<file path="src/rtl/debug_trace_fifo.sv">
// Trace capture FIFO: buffers {PC, instruction} samples from a core for a debug consumer.
// Optional macro TRACE_DEDUP_EN suppresses repeated PCs, such as a core stalled on one instruction.
module debug_trace_fifo #(
    parameter int DEPTH = 16,
    parameter int CNT_W = 16
) (
    input  logic                     clk,
    input  logic                     rst_n,
    input  logic                     trace_en,
    input  logic                     clear,
    input  logic [31:0]              debug_pc,
    input  logic [31:0]              debug_instr,
    output logic                     out_valid,
    input  logic                     out_ready,
    output logic [31:0]              out_pc,
    output logic [31:0]              out_instr,
    output logic [$clog2(DEPTH):0]   count,
    output logic                     overflow,
    output logic [CNT_W-1:0]         drop_cnt
);

    localparam int AW = $clog2(DEPTH);

    logic [63:0]      traceMem [DEPTH];
    logic [AW-1:0]    wrPtr_q, wrPtr_d;
    logic [AW-1:0]    rdPtr_q, rdPtr_d;
    logic [AW:0]      count_q, count_d;
    logic             overflow_q, overflow_d;
    logic [CNT_W-1:0] dropCnt_q, dropCnt_d;

    logic             candidate;
    logic             full;
    logic             pop;
    logic             pushAccept;
    logic             pushDrop;
    logic [63:0]      headEntry;

`ifdef TRACE_DEDUP_EN
    // History covers both accepted and dropped candidates, so a stall while full is not counted repeatedly.
    logic [31:0] lastPc_q, lastPc_d;
    logic        lastPcValid_q, lastPcValid_d;

    assign candidate = trace_en && !(lastPcValid_q && (debug_pc == lastPc_q));

    always_comb begin
        lastPc_d      = lastPc_q;
        lastPcValid_d = lastPcValid_q;
        if (clear) begin
            lastPcValid_d = 1'b0;
        end else if (candidate) begin
            lastPc_d      = debug_pc;
            lastPcValid_d = 1'b1;
        end
    end

    always_ff @(posedge clk or negedge rst_n) begin
        if (!rst_n) begin
            lastPc_q      <= '0;
            lastPcValid_q <= 1'b0;
        end else begin
            lastPc_q      <= lastPc_d;
            lastPcValid_q <= lastPcValid_d;
        end
    end
`else
    assign candidate = trace_en;
`endif

    assign full       = (count_q == (AW+1)'(DEPTH));
    assign out_valid  = (count_q != '0);
    assign pop        = out_valid && out_ready && !clear;
    assign pushAccept = candidate && !clear && (!full || pop);
    assign pushDrop   = candidate && !clear && full && !pop;

    always_comb begin
        wrPtr_d    = wrPtr_q;
        rdPtr_d    = rdPtr_q;
        count_d    = count_q;
        overflow_d = overflow_q;
        dropCnt_d  = dropCnt_q;
        if (clear) begin
            wrPtr_d    = '0;
            rdPtr_d    = '0;
            count_d    = '0;
            overflow_d = 1'b0;
            dropCnt_d  = '0;
        end else begin
            if (pushAccept) begin
                wrPtr_d = wrPtr_q + AW'(1);
            end
            if (pop) begin
                rdPtr_d = rdPtr_q + AW'(1);
            end
            if (pushAccept && !pop) begin
                count_d = count_q + (AW+1)'(1);
            end else if (pop && !pushAccept) begin
                count_d = count_q - (AW+1)'(1);
            end
            if (pushDrop) begin
                overflow_d = 1'b1;
                if (dropCnt_q != '1) begin
                    dropCnt_d = dropCnt_q + CNT_W'(1);
                end
            end
        end
    end

    always_ff @(posedge clk or negedge rst_n) begin
        if (!rst_n) begin
            wrPtr_q    <= '0;
            rdPtr_q    <= '0;
            count_q    <= '0;
            overflow_q <= 1'b0;
            dropCnt_q  <= '0;
        end else begin
            wrPtr_q    <= wrPtr_d;
            rdPtr_q    <= rdPtr_d;
            count_q    <= count_d;
            overflow_q <= overflow_d;
            dropCnt_q  <= dropCnt_d;
        end
    end

    // Storage is deliberately unreset; the head is masked to zero whenever the FIFO is empty.
    always_ff @(posedge clk) begin
        if (pushAccept) begin
            traceMem[wrPtr_q] <= {debug_pc, debug_instr};
        end
    end

    assign headEntry = traceMem[rdPtr_q];
    assign out_pc    = out_valid ? headEntry[63:32] : 32'h0;
    assign out_instr = out_valid ? headEntry[31:0]  : 32'h0;
    assign count     = count_q;
    assign overflow  = overflow_q;
    assign drop_cnt  = dropCnt_q;

endmodule

</file>
<file path="config.mk">
export PLATFORM = sky130hd
export DESIGN_NAME = debug_trace_fifo
export DESIGN_NICKNAME = d
export VERILOG_FILES = /design/src/rtl/debug_trace_fifo.sv
export SDC_FILE = /design/constraint.sdc
export NUM_CORES = 1
export LEC_CHECK = 0
export CORE_MARGIN = 3
export CORE_UTILIZATION = 60
export DETAILED_ROUTE_END_ITERATION = 12
export PLACE_DENSITY = 0.81
export SYNTH_ARGS = -nofsm -noshare
export SYNTH_HDL_FRONTEND = slang
export SYNTH_SLANG_ARGS = --single-unit
</file>
<file path="constraint.sdc">
create_clock -name clk -period 8.42 [get_ports clk]
set_clock_uncertainty 0.2 [all_clocks]
set_input_delay 2.526 -clock clk [delete_from_list [all_inputs] [get_ports clk]]
set_output_delay 2.526 -clock clk [all_outputs]
set_load 0.01 [all_outputs]
</file>
==> impl_results.md <==
- Worst r2r path cells: 5
- Die ar.: 0.0705 sq mm
- HP Class: reg2reg
- IO Pins: about 160
- Fill cells: ~3700
- Detail Placement HPWL: roughly 43000 um
- Initial antenna violation count: 4
- Mux contribution to synthesized area: 17.6%
- CTS Root Cell: clkbuf_16
- CP endpoint kind: output pin
- Synth-to-layout area growth: 15.0%
- H-tree depth reported by CTS: 3
- Largest family of logic cells by synthesized area: multiplexers
- Hold Vio Cnt, Final: 0
- Met3 wire length: 7210 um
- Deepest clock path buffer count: 3
- Starting Density: 61.1%
- Core Util, Final: about 70%
- Placed Cells: between 2000 and 3000
- Worst endpoint data arrival time: 4.03 ns
- Most used DFF post-synth: edfxtp_1
- Synth warnings: 0
- Area leader, netlist: edfxtp_1
- R2r setup slk: about 4.8 ns
- Adder-cell area share of the yosys netlist: 0.359%
- Hold endpoint: overflow
- Post-route setup slack: 1.66 ns
- Worst setup SP type: register
- Worst r2r src: count[4]
- Syn_nets: 1848
- Remaining antenna violation count: 0
- Syn Inst Count: 1768
- Core area: 0.0662 sq mm
- Clock-pin slew on the worst setup and hold paths: 0.06 ns
- Setup WS pre-CTS: ~2.1 ns
- Worst Hold Depth: 2
- Flops & latches, synth: 1054
- Row Count: 94
- NumNets Final: approximately 2000
- R2R Path End: traceMem[12][14]
- Synth cell types: 44
- Setup bufs post-CTS: 0
- IO Port Bufs: around 160
- Inserted Clock Buffers: 101
- Tmin final: 6.76 ns
- Slowest stage delay, CP: 1.15 ns
- CTS tree: built
- Mean Syn Cell Area: ~23 sq um
- Post-synth top area share: 76.0%
- Vias post-DR: ~20000
- First-pass GRT wire length: 138000 um
- DRC: 0
- DRT Wirelength: slightly above 90000 um
- Cts hold-fix bufs: 0
- Largest net degree at the start of global routing: 81
- Post-synth EDFFs: around 1000
- Pwr Density: 280 mW/mm^2
- Count leader, synth: edfxtp_1
- TNS Setup: 0 ns
- Sequential area share after synthesis: 77.9%
- M1 WL: about 34000 um
- DR WL met2: 47600 um
- Vias in the first global route: 20700
- Die Y: 266 um
- Compound-Gate Fraction of Synth Area: around 1.5%
- Pins Over Slew Limit: 0
- Highest metal used: met5
- Max_slew headroom: between 15 and 20%
- Slowest library cell on the worst path: dfrtp_4
- CP Max Fanout: 80
- Post-DR wirelength/cell: approximately 32 um
- Final setup violation count: 0
- Synth Area in XOR/XNOR: 0.303%
- Commonest cells post-synth: 1024 x edfxtp_1, 256 x mux4_2, 131 x mux2i_1, 64 x o22ai_1, 54 x clkbuf_1
- Post-synth ARST share: 2.85%
- Final non-filler cell total: 2912
- Grt total ovfl: 0
- Clock sink count: 1054
- Share of layout cells above drive strength 1: 22.8%
- Mapped Area: 0.0404 sq mm
- Final Cycle Share: 80.3%
- DRT Pass-1 Iters: 5
- 1st-iter DRT viols: about 2300
- Die Span X: 266 um
- RSZ-0062 raised after global routing: false
- # Max-Cap Violations: 0
- Maximum vdd drop: 0.175 mV
- WP data required: roughly 5.7 ns
- WS Path Type: reg2out
- Status: complete, no violations
- Peak Freq: 0.148 GHz
- Synth area leaders: edfxtp_1 76%, mux4_2 14%, mux2i_1 3.2%
- Hold Path Origin: overflow
- Crit path cell chain: buf_12 -> mux4_2 -> mux2i_1 -> o22ai_1 -> clkdlybuf4s50_1
- Vias per cell: 6.80
- CTS resizes: 0
- Gpl congestion: 0.760
- Worst-Margin Slew: 1.27 ns
- Clk_lat worst skew: 0.65 ns
- LEAKAGE: 14.1 nW
- Total track usage: a little over a quarter
- Post-Synth Simple-Gate Area: 1.28%
[report_power, final]
| part | leakage [nW] | internal (mW) | total, mW | switching, mW |
|---|---|---|---|---|
| clock | 1.62 | 2.66 | 4.62 | 1.95 |
| combinational | 2.85 | 1.27 | 2.47 | 1.20 |
| sequential | 9.63 | 5.83 | 5.93 | 0.102 |
[worst max path at each step]
| stage | start | slack, ns | endpoint |
|---|---|---|---|
| after floorplan | out_ready | -0.03 | traceMem[10][0] |
| after global placement | clear | 2.12 | traceMem[12][22] |
| after detailed placement | clear | 2.07 | traceMem[12][22] |
| after CTS | rdPtr_q[1] | 1.75 | out_pc[14] |
| after global routing | rdPtr_q[1] | 1.61 | out_pc[14] |
| final | rdPtr_q[1] | 1.66 | out_pc[14] |
[state kept, by name (all words and copies together), names as in the netlist]
signal	flops
wrPtr_q	4
traceMem	1024
rdPtr_q	4
overflow	1
drop_cnt	16
count	5
[kinds of logic after synthesis]
kind of cell | count (synthesis)
simple gates | 99
flops | 1054
fa+ha+maj | 11
xor+xnor | 14
buf+inv | 103
mux | 391
compound gates | 96
[metal layers]
| metal | vias to the layer above | GRT usage (%) |
|---|---|---|
| met2 | 1184 | 44.4 |
| met5 | - | 0 |
| met4 | 2 | 10.7 |
| met3 | 208 | 4.22 |
| li1 | 7885 | - |
| met1 | 10500 | 36.6 |
[layout by cell type (no fill, tap or decap), types with 11 or more instances in the layout]
master,instances
clkbuf_16,104
o22ai_1,64
edfxtp_1,1024
bufinv_16,13
mux2i_1,131
buf_4,17
clkbuf_1,16
buf_12,11
clkinv_2,16
dfrtp_1,27
clkdlybuf4s50_1,155
clkinv_1,20
a21oi_1,14
nand2_1,18
nor2_1,23
mux4_2,256
[worst max-delay path, delay by kind of cell (launching register included)]
kind	cells	cell delay [ns]
DFF	1	1.15
buffers and inverters	2	0.99
muxes	2	0.94
AOI/OAI and AO/OA	1	0.15
[layout make-up]
class / count / area [sq um] / area share [%]
Antenna cell: 3 / 7.51 / 0.0161
Timing Repair Buffer: 183 / 1900 / 4.08
Multi-Input combinational cell: 611 / 8610 / 18.5
Tap cell: 864 / 1080 / 2.32
Sequential cell: 1054 / 31500 / 67.7
Clock buffer: 120 / 2660 / 5.72
Clock inverter: 67 / 706 / 1.52
Inverter: 10 / 37.5 / 0.0807
[through the flow]
stage / instance area (sq um) / power, mW / hold WS [ns]
after floorplan: 40400 / 7.55 / 0.335
after global placement: 43100 / 8.42 / 0.306
after detailed placement: 43100 / 8.48 / 0.306
after CTS: 46500 / 13.1 / 0.316
after global routing: 46500 / 13.4 / 0.331
final: 46500 / 13.0 / 0.315
Note: power is estimated with default switching activity, not from simulation.
